==> config.mk <==
export PLATFORM = sky130hd
export DESIGN_NAME = satd_ctrl
export DESIGN_NICKNAME = d
export VERILOG_FILES = /design/src/rtl/satd_ctrl.sv
export SDC_FILE = /design/constraint.sdc
export NUM_CORES = 1
export LEC_CHECK = 0
export BUFFER_PORTS_ARGS = -buffer_cell sky130_fd_sc_hd__buf_4
export CAP_MARGIN = 20
export CORE_ASPECT_RATIO = 1.75
export CORE_MARGIN = 8
export CORE_UTILIZATION = 35
export DETAILED_ROUTE_END_ITERATION = 6
export SYNTH_ARGS = -nofsm -noshare
export SYNTH_HDL_FRONTEND = slang
export SYNTH_SLANG_ARGS = --single-unit
==> constraint.sdc <==
create_clock -name CLK -period 2.2 [get_ports CLK]
set_input_delay 0.11 -clock CLK [delete_from_list [all_inputs] [get_ports CLK]]
set_output_delay 0.11 -clock CLK [all_outputs]
set_load 0.02 [all_outputs]
==> src/rtl/satd_ctrl.sv <==
// satd_ctrl: sequencing controller for the 4x8 SATD datapath.
// Accepts ROWS pixel rows over a valid/ready handshake, then walks the
// datapath through drain, COLS vertical-transform passes and a final
// accumulate flush, pulsing done once the accumulator holds the SATD.
module satd_ctrl #(
  parameter int ROWS      = 4,
  parameter int COLS      = 8,
  parameter int DRAIN_LAT = 2
) (
  input  logic                    CLK,
  input  logic                    RST,
  input  logic                    start,
  input  logic                    in_valid,
  output logic                    in_ready,
  output logic                    diff_en,
  output logic [$clog2(ROWS)-1:0] diff_row,
  output logic                    h1_en,
  output logic [$clog2(ROWS)-1:0] h1_row,
  output logic                    t_wr_en,
  output logic [$clog2(ROWS)-1:0] t_row,
  output logic                    v_en,
  output logic [$clog2(COLS)-1:0] v_col,
  output logic                    acc_clr,
  output logic                    acc_en,
  output logic [$clog2(COLS)-1:0] acc_col,
  output logic                    busy,
  output logic                    done
);

  localparam int RW         = $clog2(ROWS);
  localparam int CLW        = $clog2(COLS);
  localparam int CNT_MAX_RC = (ROWS > COLS) ? ROWS : COLS;
  localparam int CNT_MAX    = (CNT_MAX_RC > DRAIN_LAT) ? CNT_MAX_RC : DRAIN_LAT;
  localparam int CW         = $clog2(CNT_MAX);

  localparam logic [CW-1:0] ROW_LAST   = CW'(ROWS - 1);
  localparam logic [CW-1:0] COL_LAST   = CW'(COLS - 1);
  localparam logic [CW-1:0] DRAIN_LAST = CW'(DRAIN_LAT - 1);
  localparam logic [CW-1:0] CNT_ZERO   = {CW{1'b0}};
  localparam logic [CW-1:0] CNT_ONE    = CW'(1);

  typedef enum logic [2:0] {
    ST_IDLE  = 3'd0,
    ST_LOAD  = 3'd1,
    ST_DRAIN = 3'd2,
    ST_VERT  = 3'd3,
    ST_FLUSH = 3'd4,
    ST_DONE  = 3'd5
  } state_t;

  state_t          state_r;
  state_t          state_nxt_s;
  logic [CW-1:0]   cnt_r;
  logic [CW-1:0]   cnt_nxt_s;

  logic            beat_s;
  logic            in_ready_s;
  logic [RW-1:0]   diff_row_s;

  logic            h1_en_r;
  logic [RW-1:0]   h1_row_r;
  logic            t_wr_en_r;
  logic [RW-1:0]   t_row_r;
  logic            v_en_r;
  logic [CLW-1:0]  v_col_r;
  logic            acc_clr_r;
  logic            acc_en_r;
  logic [CLW-1:0]  acc_col_r;
  logic            busy_r;
  logic            done_r;

  logic            v_en_nxt_s;
  logic [CLW-1:0]  v_col_nxt_s;
  logic            acc_clr_nxt_s;
  logic            busy_nxt_s;
  logic            done_nxt_s;

  // State and shared counter register; synchronous reset aborts any block.
  always_ff @(posedge CLK) begin
    if (RST) begin
      state_r <= ST_IDLE;
      cnt_r   <= CNT_ZERO;
    end else begin
      state_r <= state_nxt_s;
      cnt_r   <= cnt_nxt_s;
    end
  end

  // Next-state and counter logic; an unknown encoding falls back to IDLE.
  always_comb begin
    state_nxt_s = state_r;
    cnt_nxt_s   = cnt_r;
    case (state_r)
      ST_IDLE: begin
        if (start) begin
          state_nxt_s = ST_LOAD;
          cnt_nxt_s   = CNT_ZERO;
        end else begin
          state_nxt_s = ST_IDLE;
          cnt_nxt_s   = CNT_ZERO;
        end
      end
      ST_LOAD: begin
        if (beat_s) begin
          if (cnt_r == ROW_LAST) begin
            state_nxt_s = ST_DRAIN;
            cnt_nxt_s   = CNT_ZERO;
          end else begin
            state_nxt_s = ST_LOAD;
            cnt_nxt_s   = cnt_r + CNT_ONE;
          end
        end else begin
          state_nxt_s = ST_LOAD;
          cnt_nxt_s   = cnt_r;
        end
      end
      ST_DRAIN: begin
        if (cnt_r == DRAIN_LAST) begin
          state_nxt_s = ST_VERT;
          cnt_nxt_s   = CNT_ZERO;
        end else begin
          state_nxt_s = ST_DRAIN;
          cnt_nxt_s   = cnt_r + CNT_ONE;
        end
      end
      ST_VERT: begin
        if (cnt_r == COL_LAST) begin
          state_nxt_s = ST_FLUSH;
          cnt_nxt_s   = CNT_ZERO;
        end else begin
          state_nxt_s = ST_VERT;
          cnt_nxt_s   = cnt_r + CNT_ONE;
        end
      end
      ST_FLUSH: begin
        state_nxt_s = ST_DONE;
        cnt_nxt_s   = CNT_ZERO;
      end
      ST_DONE: begin
        state_nxt_s = ST_IDLE;
        cnt_nxt_s   = CNT_ZERO;
      end
      default: begin
        state_nxt_s = ST_IDLE;
        cnt_nxt_s   = CNT_ZERO;
      end
    endcase
  end

  // Output decode: handshake is combinational, the rest are next values
  // for the output registers so they line up with the state they describe.
  always_comb begin
    in_ready_s    = 1'b0;
    beat_s        = 1'b0;
    diff_row_s    = {RW{1'b0}};
    v_en_nxt_s    = 1'b0;
    v_col_nxt_s   = {CLW{1'b0}};
    acc_clr_nxt_s = 1'b0;
    busy_nxt_s    = 1'b0;
    done_nxt_s    = 1'b0;

    if (state_r == ST_LOAD) begin
      in_ready_s = 1'b1;
      diff_row_s = cnt_r[RW-1:0];
    end else begin
      in_ready_s = 1'b0;
      diff_row_s = {RW{1'b0}};
    end
    beat_s = in_valid & in_ready_s;

    if ((state_r == ST_IDLE) && start) begin
      acc_clr_nxt_s = 1'b1;
    end else begin
      acc_clr_nxt_s = 1'b0;
    end

    if (state_nxt_s == ST_VERT) begin
      v_en_nxt_s  = 1'b1;
      v_col_nxt_s = cnt_nxt_s[CLW-1:0];
    end else begin
      v_en_nxt_s  = 1'b0;
      v_col_nxt_s = {CLW{1'b0}};
    end

    busy_nxt_s = (state_nxt_s != ST_IDLE);
    done_nxt_s = (state_nxt_s == ST_DONE);
  end

  // Output registers and the diff->h1->t_buffer / v->acc delay pipelines.
  always_ff @(posedge CLK) begin
    if (RST) begin
      h1_en_r   <= 1'b0;
      h1_row_r  <= {RW{1'b0}};
      t_wr_en_r <= 1'b0;
      t_row_r   <= {RW{1'b0}};
      v_en_r    <= 1'b0;
      v_col_r   <= {CLW{1'b0}};
      acc_clr_r <= 1'b0;
      acc_en_r  <= 1'b0;
      acc_col_r <= {CLW{1'b0}};
      busy_r    <= 1'b0;
      done_r    <= 1'b0;
    end else begin
      h1_en_r   <= beat_s;
      h1_row_r  <= diff_row_s;
      t_wr_en_r <= h1_en_r;
      t_row_r   <= h1_row_r;
      v_en_r    <= v_en_nxt_s;
      v_col_r   <= v_col_nxt_s;
      acc_clr_r <= acc_clr_nxt_s;
      acc_en_r  <= v_en_r;
      acc_col_r <= v_col_r;
      busy_r    <= busy_nxt_s;
      done_r    <= done_nxt_s;
    end
  end

  assign in_ready = in_ready_s;
  assign diff_en  = beat_s;
  assign diff_row = diff_row_s;
  assign h1_en    = h1_en_r;
  assign h1_row   = h1_row_r;
  assign t_wr_en  = t_wr_en_r;
  assign t_row    = t_row_r;
  assign v_en     = v_en_r;
  assign v_col    = v_col_r;
  assign acc_clr  = acc_clr_r;
  assign acc_en   = acc_en_r;
  assign acc_col  = acc_col_r;
  assign busy     = busy_r;
  assign done     = done_r;

endmodule

==> results.md, run 1 <==
Outcome:
- The flow ran to the end, and the final reports show no timing, DRC or antenna violations.

Clock tree:
- After clock tree synthesis, the flow added hold-fix buffers numbering 0.
- TritonCTS built the clock tree.
- The maximum buffer depth of the clock tree is 2.
- The H-tree depth reported by CTS is 1.
- The clock latency reported for the late side of the worst-skew pair is between 0.2 and 0.3 ns.
- The post-CTS resize count is 0.
- The number of clock sinks seen by CTS is 23.
- The number of setup buffers added after CTS is 0.
- The clock root buffer is clkbuf_8.
- After clock tree synthesis, the clock-pin slew on the worst setup and hold paths is 0.08 ns.
- Clock tree synthesis inserted a total of 3 buffers.

Timing:
- Across the routed clock network, the largest skew measured is ~0.0017 ns.
- The final-report max-slew violation count is 0.
- The final setup TNS is 0 ns.
- Of the available clock period, the critical path in the final layout requires 0.822.
- The number of failing hold endpoints at the final stage came to 0.
- The slew of the pin with the lowest slew margin is 0.368 ns.
- Setup violations remaining at the end of the flow were counted as 0.
- Static timing analysis puts the maximum clock frequency at between 500 and 600 MHz.
- Setup repair after global routing left no endpoint under its margin.
- The clock period minus final worst setup slack is between 1.5 and 2 ns.
- The worst pin sits at a relative slew slack of 0.748.
- The final-layout worst hold slack is 0.0850 ns.

Yosys:
- For this run, asynchronously set or reset flops after synthesis account for 0.
- The mapped netlist covers around 940 µm².
- Counting every instance in the synthesized netlist gives 92.
- After synthesis the netlist holds a flip-flop and latch count of 23.
- The synthesized net count is 101.
- Among all flip-flop cells after synthesis, the most frequent one is dfxtp_1.
- Yosys printed 0 warnings.
- The fraction of the yosys area taken by sequential cells is 0.488.
- The mean instance size in the synthesized netlist is 10.3 µm².
- Counting distinct cell types in the post-synthesis netlist gives 36.
- The number of enable-type register cells in the synthesized netlist is 0.

Layout:
- At the end of the flow, the number of nets in the layout was between 100 and 150.
- The flip-flop and latch area is between 400 and 500 µm².
- The multi-input gate area in the final layout is ~430 µm².
- The leading cell type in the layout, fill and taps excluded is buf_4.
- In the layout the commonest cells are 24 x buf_4, 23 x dfxtp_1, 9 x nor2_1.
- Of the cells placed in the final design, the portion with a size suffix greater than 1 is 0.304.
- From synthesis to final layout, the design area changed by 24.4%.
- The number of antenna diodes in the final layout is 0.
- Fill cells in the final layout number around 280.

Critical path:
- The count of buffer and inverter cells on the critical path is 2.
- The worst setup path is captured at an output port.
- Traced cell by cell, the critical path runs through or3b_1, inv_1, and2_1, buf_4.
- The critical path is of the reg -> out type.
- STA puts the critical path data required time at about 2.1 ns.
- The dominant delay contributor by cell family on the critical path is simple AND/OR/NAND/NOR gates.
- The longest individual stage delay on the worst path is 0.53 ns.
- The largest individual stage delay along the critical path comes from the cell dfxtp_1.
- The worst setup path is launched from a flop.
- Along the worst path, the maximum fanout reaches 12.
- The endpoint arrival time on the critical path is 1.70 ns.

Pwr:
- The peak supply drop is between 0.3 and 0.4 mV.
- The total power density per cell area is 637 nW/µm².
- The cell leakage power is 0.000528 µW.

Floorplan:
- The core region is 2630 µm².
- In this run the core area contains 25 standard-cell rows.
- The vertical extent of the die is 84.7 µm.
- The initial standard-cell utilization of the core is 0.359.
- Pin placement for this block handled 25 I/O pins.
- The die width is about 55 µm.
- The die covers ~4700 µm².

Global route:
- Entering global routing, the biggest net connects 18 pins.
- The total global routing track utilization is 0.0786.
- The initial antenna violation count is 0.
- The first-pass GRT wire length is 3000 µm.
- For this run the aggregate overflow at the end of global routing stands at 0.
- The via count of the first global-routing pass is between 700 and 800.

Detailed routing:
- The wire length on met2 is around 960 µm.
- The detailed router put a total of about 630 µm of wire on met1.
- The highest layer touched by signal routing is met4.
- The detail route stage leaves a number of antenna-violating nets equal to 0.
- After the first detailed-routing iteration, the DRC count stood at 13.
- After detailed routing, the number of remaining DRC violations is 0.
- The vias per cell is 5.06.
- The routed layout has ~720 vias.
- The met3 wirelength from detailed routing is ~130 µm.
- The wire length per cell is between 10 and 15 µm.
- The count of TritonRoute iterations in the first routing pass is 4.
- After detailed routing, the total wire length is between 1500 and 2000 µm.

Place:
- The number of port buffers is 24.
- The final estimated routing congestion in global placement is between 0.8 and 0.9.
- The half-perimeter wire length of the detailed placement result is about 1400 µm.

Job:
- The tool flagged a number of max-cap violations equal to 0.

Hold path:
- The class of the worst hold path is in -> reg.
-- worst min-delay path, cell delays in order --
cell	delay [ns]
buf_4	0.11
nand2_1	0.05
nor3_1	0.04
-- final cells by class --
class,instances,share of cell area
well taps,27,0.0288
clock buffers,3,0.0352
multi-input cells,58,0.367
repair buffers,24,0.154
flip-flops and latches,23,0.392
inverters,6,0.0192
clock inverters,1,0.00426
-- worst paths after layout --
path / startpoint / to / slack (ns) / cells after the start
max: state_r[0]$_SDFF_PP0_ / diff_row[0] / 0.39 / 4
min: start / acc_clr$_SDFF_PP0_ / 0.08 / 3
max reg2reg: cnt_r[0]$_SDFF_PP0_ / v_col[0]$_SDFF_PP0_ / 0.45 / 6
min reg2reg: v_col[0]$_SDFF_PP0_ / acc_col[0]$_SDFF_PP0_ / 0.47 / 1
-- cell families (layout without fill, tap and decap cells) --
kind of cell | Yosys count | after routing | synth area share
adders and majority gates | 5 | 5 | 0.0663
buffers and inverters | 11 | 34 | 0.0557
and+or+nand+nor | 40 | 40 | 0.289
AOI/OAI and AO/OA | 12 | 12 | 0.0902
DFF | 23 | 23 | 0.488
muxes | 1 | 1 | 0.0106
-- flip-flops by register name, indices dropped and copies added (netlist names) --
register,count
cnt_r,3
t_wr_en,1
acc_col,3
v_col,3
acc_clr,1
t_row,2
done,1
h1_en,1
h1_row,2
state_r,3
v_en,1
busy,1
acc_en,1
-- Yosys cell counts, types with 2 or more instances --
cell type  number  area share
dfxtp_1        23        0.49
nor2_1          9       0.036
nor2b_1         8       0.053
inv_1           6       0.024
ha_1            5       0.066
and2_1          3       0.020
buf_2           3       0.016
a21oi_1         2       0.011
and2b_1         2       0.016
nand2_1         2      0.0080
nor3_1          2       0.011
nor3_2          2       0.021
or3b_1          2       0.019
-- where the power goes --
group | leakage, µW | internal (µW) | switching [µW]
sequential | 0.000186 | 423 | 7.58
combinational | 0.000316 | 26.7 | 37.8
clock | 0.0000255 | 126 | 127
-- per-stage QoR --
step | util | instances | power [µW] | setup slack, ns | area [µm²]
after CTS | 0.447 | 142 | 760 | 0.394 | 1170
after detailed placement | 0.429 | 138 | 506 | 0.455 | 1130
after global placement | 0.429 | 138 | 506 | 0.529 | 1130
after floorplan | - | 92 | 480 | 0.656 | 943
after global routing | 0.447 | 142 | 785 | 0.319 | 1170
final | 0.447 | 142 | 748 | 0.392 | 1170
-- per-layer routing --
metal  global-route usage  vias up
met5                    0        -
met4               0.0788        0
met3               0.0287       14
met2                0.141       33
met1               0.0598      313
li1                     -      358
No activity file was read; power rests on OpenSTA's default activity.
==> inputs of run 2 (changes only) <==
Settings changed: ABC_AREA set to 1.
Clock period 2.2 ns to 1.7 ns, I/O delays scaled along.
==> run 2 against run 1 <==
Net effect: sequential power is 28% higher; cell area is 4.2% higher; first-iteration DRC count is 77% higher; sequential share of layout area is 1.6 points lower; cell count is 30% higher; clock power is 32% higher; flip-flop and latch count stayed put; global-route usage is 1.4 points higher; non-clock buffer count stayed put; register-to-register slack worse by 0.22 ns; power is 30% higher; die area is 2.2% higher; critical endpoint is now cnt_r[1]$_SDFF_PP0_.
==> results.md, run 2 <==
Outcome:
- The flow ran to the end, and the final reports show no timing, DRC or antenna violations.

Layout:
- Leaving out fill and tap cells, the most frequent cell in the layout is nor2_1.
- The flip-flop and latch area is 460 µm² (unchanged).
- The post-synthesis to final-layout area growth is 25.9%.
- The fraction of final layout cells with drive strength greater than 1 is 0.242 (-0.0623).
- The number of nets in the layout is 167 (+34%).
- The number of fill cells is 262 (-4.7%).
- In the layout the commonest cells are 29 x nor2_1, 24 x buf_4, 23 x inv_1, 23 x dfxtp_1, 21 x nand2_1.
- The multi-input gate area in the final layout is 404 µm² (-6.1%).
- The number of antenna diodes was 0 (unchanged).

Clock tree:
- The H-tree depth reported by CTS was 1 (unchanged).
- The clock latency reported for the late side of the worst-skew pair is 0.26 ns (about the same).
- The total clock buffers created by CTS was 3 (unchanged).
- The clock root buffer is clkbuf_8.
- The maximum buffer depth of the clock tree is 2 (unchanged).
- The clock transition time at the flip-flop clock pins of the worst setup and hold paths is 0.08 ns (about the same).
- TritonCTS built the clock tree.
- The count of hold buffers inserted by post-cts repair is 0 (unchanged).
- The number of clock sinks seen by CTS is 23 (unchanged).
- The post-CTS setup repair buffer count is 0 (unchanged).
- The post-CTS resize count was 0 (unchanged).

Critical path:
- The worst setup path is launched from a flop.
- The endpoint of the worst-slack reg-to-reg timing path is cnt_r[1]$_SDFF_PP0_.
- The number of cells on the worst reg-to-reg path is 8 (+2).
- The type of the worst setup path is reg -> reg.
- The data required time at the worst endpoint is 1.90 ns (-0.19 ns).
- The register-to-register setup slack was 0.23 ns (-0.22 ns).
- The worst setup path is captured at a flop.
- The largest fanout on the critical path is 4 (-8).
- The endpoint arrival time on the critical path came to 1.68 ns (-0.02 ns).
- The startpoint of the worst register-to-register path is cnt_r[1]$_SDFF_PP0_.

Timing:
- Of the available clock period, the critical path in the final layout requires 0.866.
- The final setup TNS was 0 ns (unchanged).
- The slew of the pin with the lowest slew margin came to 0.264 ns (-0.104 ns).
- The final-report max-slew violation count came to 0 (unchanged).
- The highest clock rate is 679 MHz.
- The number of failing hold endpoints at the final stage is 0 (unchanged).
- The final-layout worst hold slack is 0.0798 ns (-0.00519 ns).
- The headroom to the max-slew limit came to 0.824 (+0.0755).
- The worst clock skew on the final layout is 0.00166 ns (+0.00000475 ns).
- After layout, the minimum clock period comes to about 1.5 ns.
- Setup repair after global routing left no endpoint under its margin.
- The worst-case setup margin in the final layout is 0.228 ns (-0.164 ns).
- The total setup violations reported at the end of the flow came to 0 (unchanged).

Floorplan:
- The initial standard-cell utilization of the core is 0.365 (+0.00613).
- The die area is 4780 µm² (+2.2%).
- The number of placement rows is 25 (unchanged).
- The die width is 55.8 µm (+1.0%).
- The vertical extent of the die is 85.7 µm (+1.2%).
- The placeable core area came to 2660 µm² (+1.2%).
- The top-level I/O count is 25 (unchanged).

Pwr:
- The peak supply drop is 0.486 mV (+35%).
- The total power density per cell area is 793 nW/µm² (+24%).
- The cell leakage power is 0.000595 µW (+13%).
- The overall power after layout was 969 µW (+30%).

Detailed routing:
- The residual DRC count is 0 (unchanged).
- The number of DRC violations after detailed-routing iteration 0 is 23 (+10).
- The count of TritonRoute iterations in the first routing pass was 5 (+1).
- The wire length per cell is 11.8 µm (-9.5%).
- The vias per cell was 4.65 (-8.1%).
- The vias after detailed routing is 855 (+19%).
- The post-detailed-routing wire length was 2180 µm (+17%).
- The post-route antenna net violation count came to 0 (unchanged).

Yosys:
- The synthesized net count came to 140 (+39%).
- The mean instance size in the synthesized netlist is 7.41 µm² (-28%).
- The fraction of registers with async set/reset is 0 (unchanged).
- The cell area after technology mapping was 971 µm² (+2.9%).
- Ranked by total cell area, the synthesized netlist is headed by dfxtp_1 47%, nor2_1 11%, inv_1 8.9%.
- The cell accounting for the most synthesized area is dfxtp_1.
- The flop and latch count out of synthesis is 23 (unchanged).
- The fraction of the yosys area taken by sequential cells is 0.474 (-0.0138).
- The post-synthesis instance total is 131 (+42%).
- Yosys instantiated no cell more often than nor2_1.
- The prevailing post-synth register cell is dfxtp_1.
- The top cell type's share of synthesized area is 0.474 (-0.0138).
- The number of enable-type register cells in the synthesized netlist is 0 (unchanged).
- The total number of yosys warnings is 0 (unchanged).
- The number of distinct library cell variants in the gate-level netlist after synthesis is 19 (-47%).
- In the synthesized netlist, the cells that appear most often are 29 x nor2_1, 23 x dfxtp_1, 23 x inv_1.

Place:
- The number of port buffers came to 24 (unchanged).
- The post-placement worst setup slack is 0.229 ns (-0.226 ns).
- The final estimated routing congestion in global placement is 0.881 (+5.5%).
- The half-perimeter wire length of the detailed placement result is 1740 µm (+20%).

Global route:
- The total grt overflow is 0 (unchanged).
- The initial antenna violation count was 0 (unchanged).
- The first-pass GRT wire length is 3620 µm (+21%).
- The via count of the first global-routing pass is 852 (+21%).
- The largest net degree at the start of global routing is 17 (-1).
- The total global routing track utilization is 0.0928 (+0.0142).

Hold path:
- The launch point of the worst hold path is start.
- The path class of the tightest hold or removal check is in -> reg.
- The hold path endpoint is acc_clr$_SDFF_PP0_.
- The worst hold path cell count was 3 (unchanged).

Job:
- The max capacitance violation total is 0 (unchanged).
-- run 2: changes by cell type after synthesis, moves of 3 or more --
cell	previous run	this run
and2_1	3	0
buf_2	3	0
inv_1	6	23
inv_2	0	3
nand2_1	2	21
nand3_1	0	7
nor2_1	9	29
nor2b_1	8	0
o21ai_0	1	4
-- run 2: worst max path at each step --
stage	from	endpoint	slack, ns	cells past startpoint
floorplan	cnt_r[0]$_SDFF_PP0_	cnt_r[1]$_SDFF_PP0_	0.35	8
global placement	cnt_r[1]$_SDFF_PP0_	v_col[1]$_SDFF_PP0_	0.26	8
detailed placement	cnt_r[1]$_SDFF_PP0_	cnt_r[1]$_SDFF_PP0_	0.23	8
CTS	cnt_r[1]$_SDFF_PP0_	cnt_r[1]$_SDFF_PP0_	0.21	8
global route	cnt_r[0]$_SDFF_PP0_	v_col[1]$_SDFF_PP0_	0.09	9
finish	cnt_r[1]$_SDFF_PP0_	cnt_r[1]$_SDFF_PP0_	0.23	8
-- run 2: area by class of cell --
type,count,area share
Clock buffer,3,0.0338
Clock inverter,1,0.00409
Inverter,26,0.0798
Multi-Input combinational cell,80,0.331
Sequential cell,23,0.377
Tap cell,27,0.0276
Timing Repair Buffer,24,0.147
-- run 2: per-layer routing --
metal / wire length, µm / part of all wire / track usage
met2: 1180 / 0.54 / 0.182
met3: 107 / 0.049 / 0.0281
met1: 847 / 0.39 / 0.0802
met5: 0 / 0 / 0
met4: 37 / 0.017 / 0.0462
-- run 2: kinds of logic (layout without fill, tap and decap cells) --
logic type | Yosys count | in the layout | share of synthesized area
AOI/OAI and AO/OA | 7 | 7 | 0.0515
DFF | 23 | 23 | 0.474
adders and majority gates | 5 | 5 | 0.0644
buffers and inverters | 28 | 54 | 0.110
and+or+nand+nor | 68 | 68 | 0.300
-- run 2: critical path: stages (launching register included) --
cell	delay [ns]
dfxtp_1	0.37
inv_1	0.10
ha_1	0.33
or2_2	0.30
nand3_1	0.08
nand3_1	0.06
nand2_1	0.06
inv_1	0.05
nor2_1	0.07
-- run 2: power breakdown --
part | internal, µW | switching, µW
registers | 546 | 6.21
logic | 29.7 | 52.9
clock network | 163 | 171
total | 739 | 230
-- run 2: stage by stage --
stage                     utilization  instance area, µm²  instances
after floorplan                     -                 971        131
after global placement          0.442                1180        180
after detailed placement        0.442                1180        180
after CTS                       0.460                1220        184
after global routing            0.460                1220        184
final                           0.460                1220        184
==> inputs of run 3 (changes only) <==
Settings changed: CAP_MARGIN 20 to not set, CELL_PAD_IN_SITES_DETAIL_PLACEMENT set to 2, CELL_PAD_IN_SITES_GLOBAL_PLACEMENT set to 2, CORE_UTILIZATION 35 to 28, PLACE_DENSITY_LB_ADDON set to 0.1.
==> run 3 against run 2 <==
Net effect: combinational power is 5.6% higher; global-route usage grew 2.0 points; critical path depth stayed put; core utilization shrank 8.6 points; highest routed layer unchanged.
==> results.md, run 3 (synthesized netlist as in run 2, its figures left out) <==
Timing:
- Setup repair after global routing left no endpoint under its margin.
- The worst clock skew on the final layout is 0.00277 ns (+0.00111 ns).
- The clock period minus final worst setup slack is 1.53 ns (+0.0567 ns).
- The slew of the pin with the lowest slew margin came to 0.309 ns (+0.0455 ns).
- The worst-case setup margin in the final layout came to 0.171 ns (-0.0567 ns).
- The final-report max-slew violation count was 0 (unchanged).
- The final cycle utilization of the critical path was 0.899 (+0.0334).
- The headroom to the max-slew limit was 0.793 (-0.0304).
- The final setup TNS is 0 ns (unchanged).
- The highest clock rate came to 654 MHz (-3.7%).
- The total setup violations reported at the end of the flow was 0 (unchanged).
- The number of failing hold endpoints at the final stage is 0 (unchanged).

Detailed routing:
- The post-route antenna net violation count is 0 (unchanged).
- The vias after detailed routing is 908 (+6.2%).
- The count of TritonRoute iterations in the first routing pass was 4 (-1).
- The number of DRC violations after detailed-routing iteration 0 is 7 (-70%).
- The wire length per cell came to 14.4 µm (+22%).
- The post-detailed-routing wire length is 2930 µm (+35%).
- The vias per cell was 4.47 (-3.7%).
- The residual DRC count is 0 (unchanged).

Clock tree:
- The clock root buffer is clkbuf_8.
- The clock latency reported for the late side of the worst-skew pair was 0.26 ns (about the same).
- The count of hold buffers inserted by post-cts repair is 0 (unchanged).
- The H-tree depth reported by CTS is 1 (unchanged).
- The maximum buffer depth of the clock tree is 2 (unchanged).
- The number of clock sinks seen by CTS is 23 (unchanged).
- The clock transition time at the flip-flop clock pins of the worst setup and hold paths is 0.08 ns (about the same).
- The total clock buffers created by CTS is 3 (unchanged).
- The TritonCTS clock tree is built.

Critical path:
- The endpoint arrival time on the critical path came to 1.69 ns (about the same).
- The count of buffer and inverter cells on the critical path is 2 (unchanged).
- The dominant delay contributor by cell family on the critical path is adder cells.
- The largest fanout on the critical path is 4 (unchanged).
- The critical path goes through ha_2, ha_1, inv_1, o21ai_2, a21oi_4, buf_4, nor2_1, nand2_1.
- The startpoint of the worst register-to-register path is cnt_r[0]$_SDFF_PP0_.
- The longest individual stage delay on the worst path was 0.40 ns (+0.03 ns).
- STA classifies the critical path endpoint as a flop.
- The cell with the biggest individual delay on the critical path is dfxtp_1.
- The type of the worst setup path is reg -> reg.
- The data required time at the worst endpoint was 1.86 ns (-0.04 ns).
- The beginning of the critical path is cnt_r[0]$_SDFF_PP0_.
- STA classifies the critical path startpoint as a flop.

Floorplan:
- The initial standard-cell utilization of the core came to 0.289 (-0.0765).
- The vertical extent of the die is 93.9 µm (+9.6%).
- The number of placement rows is 28 (+12%).
- The placeable core area was 3360 µm² (+26%).
- The top-level I/O count came to 25 (unchanged).
- The die width was 60.5 µm (+8.4%).
- The die area came to 5680 µm² (+19%).

Layout:
- The fraction of final layout cells with drive strength greater than 1 came to 0.259 (+0.0175).
- The number of nets in the layout is 168 (+0.60%).
- The leading cell type in the layout, fill and taps excluded is nor2_1.
- The number of antenna diodes is 0 (unchanged).
- The final core utilization was 0.374 (-0.0859).
- Compared with the post-synthesis result, the final layout area differs by 29.5%.
- In the layout the commonest cells are 29 x nor2_1, 25 x buf_4, 23 x inv_1, 23 x dfxtp_1, 21 x nand2_1.

Pwr:
- The total power density per cell area is 781 nW/µm² (-1.5%).
- The cell leakage power is 0.000596 µW (+0.20%).
- The fraction of power consumed by sequential logic was 0.564 (-0.006).
- The switching share of power is 0.247 (+0.00968).
- The power dissipated by switching net loads was 242 µW (+5.4%).
- The overall power after layout is 982 µW (+1.3%).
- The part of the total power dissipated in the clock network is 0.348 (+0.003).
- The part of the total power dissipated in combinational logic is 0.089 (+0.004).
- The design internal power is 739 µW (about the same).
- The peak supply drop is 0.386 mV (-21%).

Place:
- The final estimated routing congestion in global placement is 0.815 (-7.5%).
- The half-perimeter wire length of the detailed placement result is 2340 µm (+35%).
- The number of port buffers was 24 (unchanged).
- The post-placement worst setup slack was 0.118 ns (-0.111 ns).

Outcome:
- The run finished with clean final reports.

Global route:
- The first-pass GRT wire length came to 4910 µm (+35%).
- The initial antenna violation count came to 0 (unchanged).
- The largest net degree at the start of global routing is 17 (unchanged).
- The via count of the first global-routing pass came to 1007 (+18%).
- The total global routing track utilization is 0.113 (+0.0202).
- The total grt overflow is 0 (unchanged).

Hold path:
- In this run the worst hold path is classified as in -> reg.
- The worst hold path begins at start.

Job:
- The max capacitance violation total was 0 (unchanged).
[run 3: cell types whose count changed in the layout (fill, tap and decap cells not counted)]
cell   previous run  this run
ha_2              0         2
ha_1              5         3
buf_4            24        25
[run 3: worst register-to-register path: stages (launching register included)]
cell and delay [ns]:
dfxtp_1 0.40, ha_2 0.23, ha_1 0.20, inv_1 0.09
o21ai_2 0.17, a21oi_4 0.09, buf_4 0.13, nor2_1 0.07
nand2_1 0.05
[run 3: area by class of cell]
class	count	area, µm²
repair buffers	25	188
clock inverters	1	5.00
flip-flops and latches	23	460
well taps	45	56.3
clock buffers	3	41.3
inverters	26	97.6
multi-input cells	80	409
fillers	427	2110
[run 3: repair_timing]
action | 4_1_cts | 5_1_grt
gates resized for setup | 0 | 2
buffers inserted | 0 | 1
endpoints found under the setup margin | 0 | 2
[run 3: path summary, 6_finish.rpt]
path / slack (ns) / depth (start not counted) / endpoint
setup / recovery: 0.17 / 8 / busy$_SDFF_PP0_
hold / removal: 0.08 / 3 / acc_clr$_SDFF_PP0_
setup reg to reg: 0.17 / 8 / busy$_SDFF_PP0_
hold reg to reg: 0.43 / 2 / acc_en$_SDFF_PP0_
[run 3: per-stage QoR]
stage               instances  hold WS, ns  area (µm²)
finish                    203       0.0811        1260
global route              203       0.0975        1260
floorplan                 131        0.224         971
global placement          198        0.354        1200
detailed placement        198        0.361        1200
CTS                       202       0.0774        1240
[run 3: power groups by stage]
stage,clock network [µW],registers [µW],logic (µW)
finish,341,553,87.2
global route,379,555,97.4
CTS,357,553,89.9
detailed placement,0,566,88.9
global placement,0,566,86.2
floorplan,0,571,47.2
[run 3: layer usage]
layer	vias to the layer above	wire [µm]	track usage
met5	-	0	0
met4	0	74	0.0587
met3	6	164	0.0261
met2	19	1610	0.210
met1	436	1080	0.108
li1	447	-	-
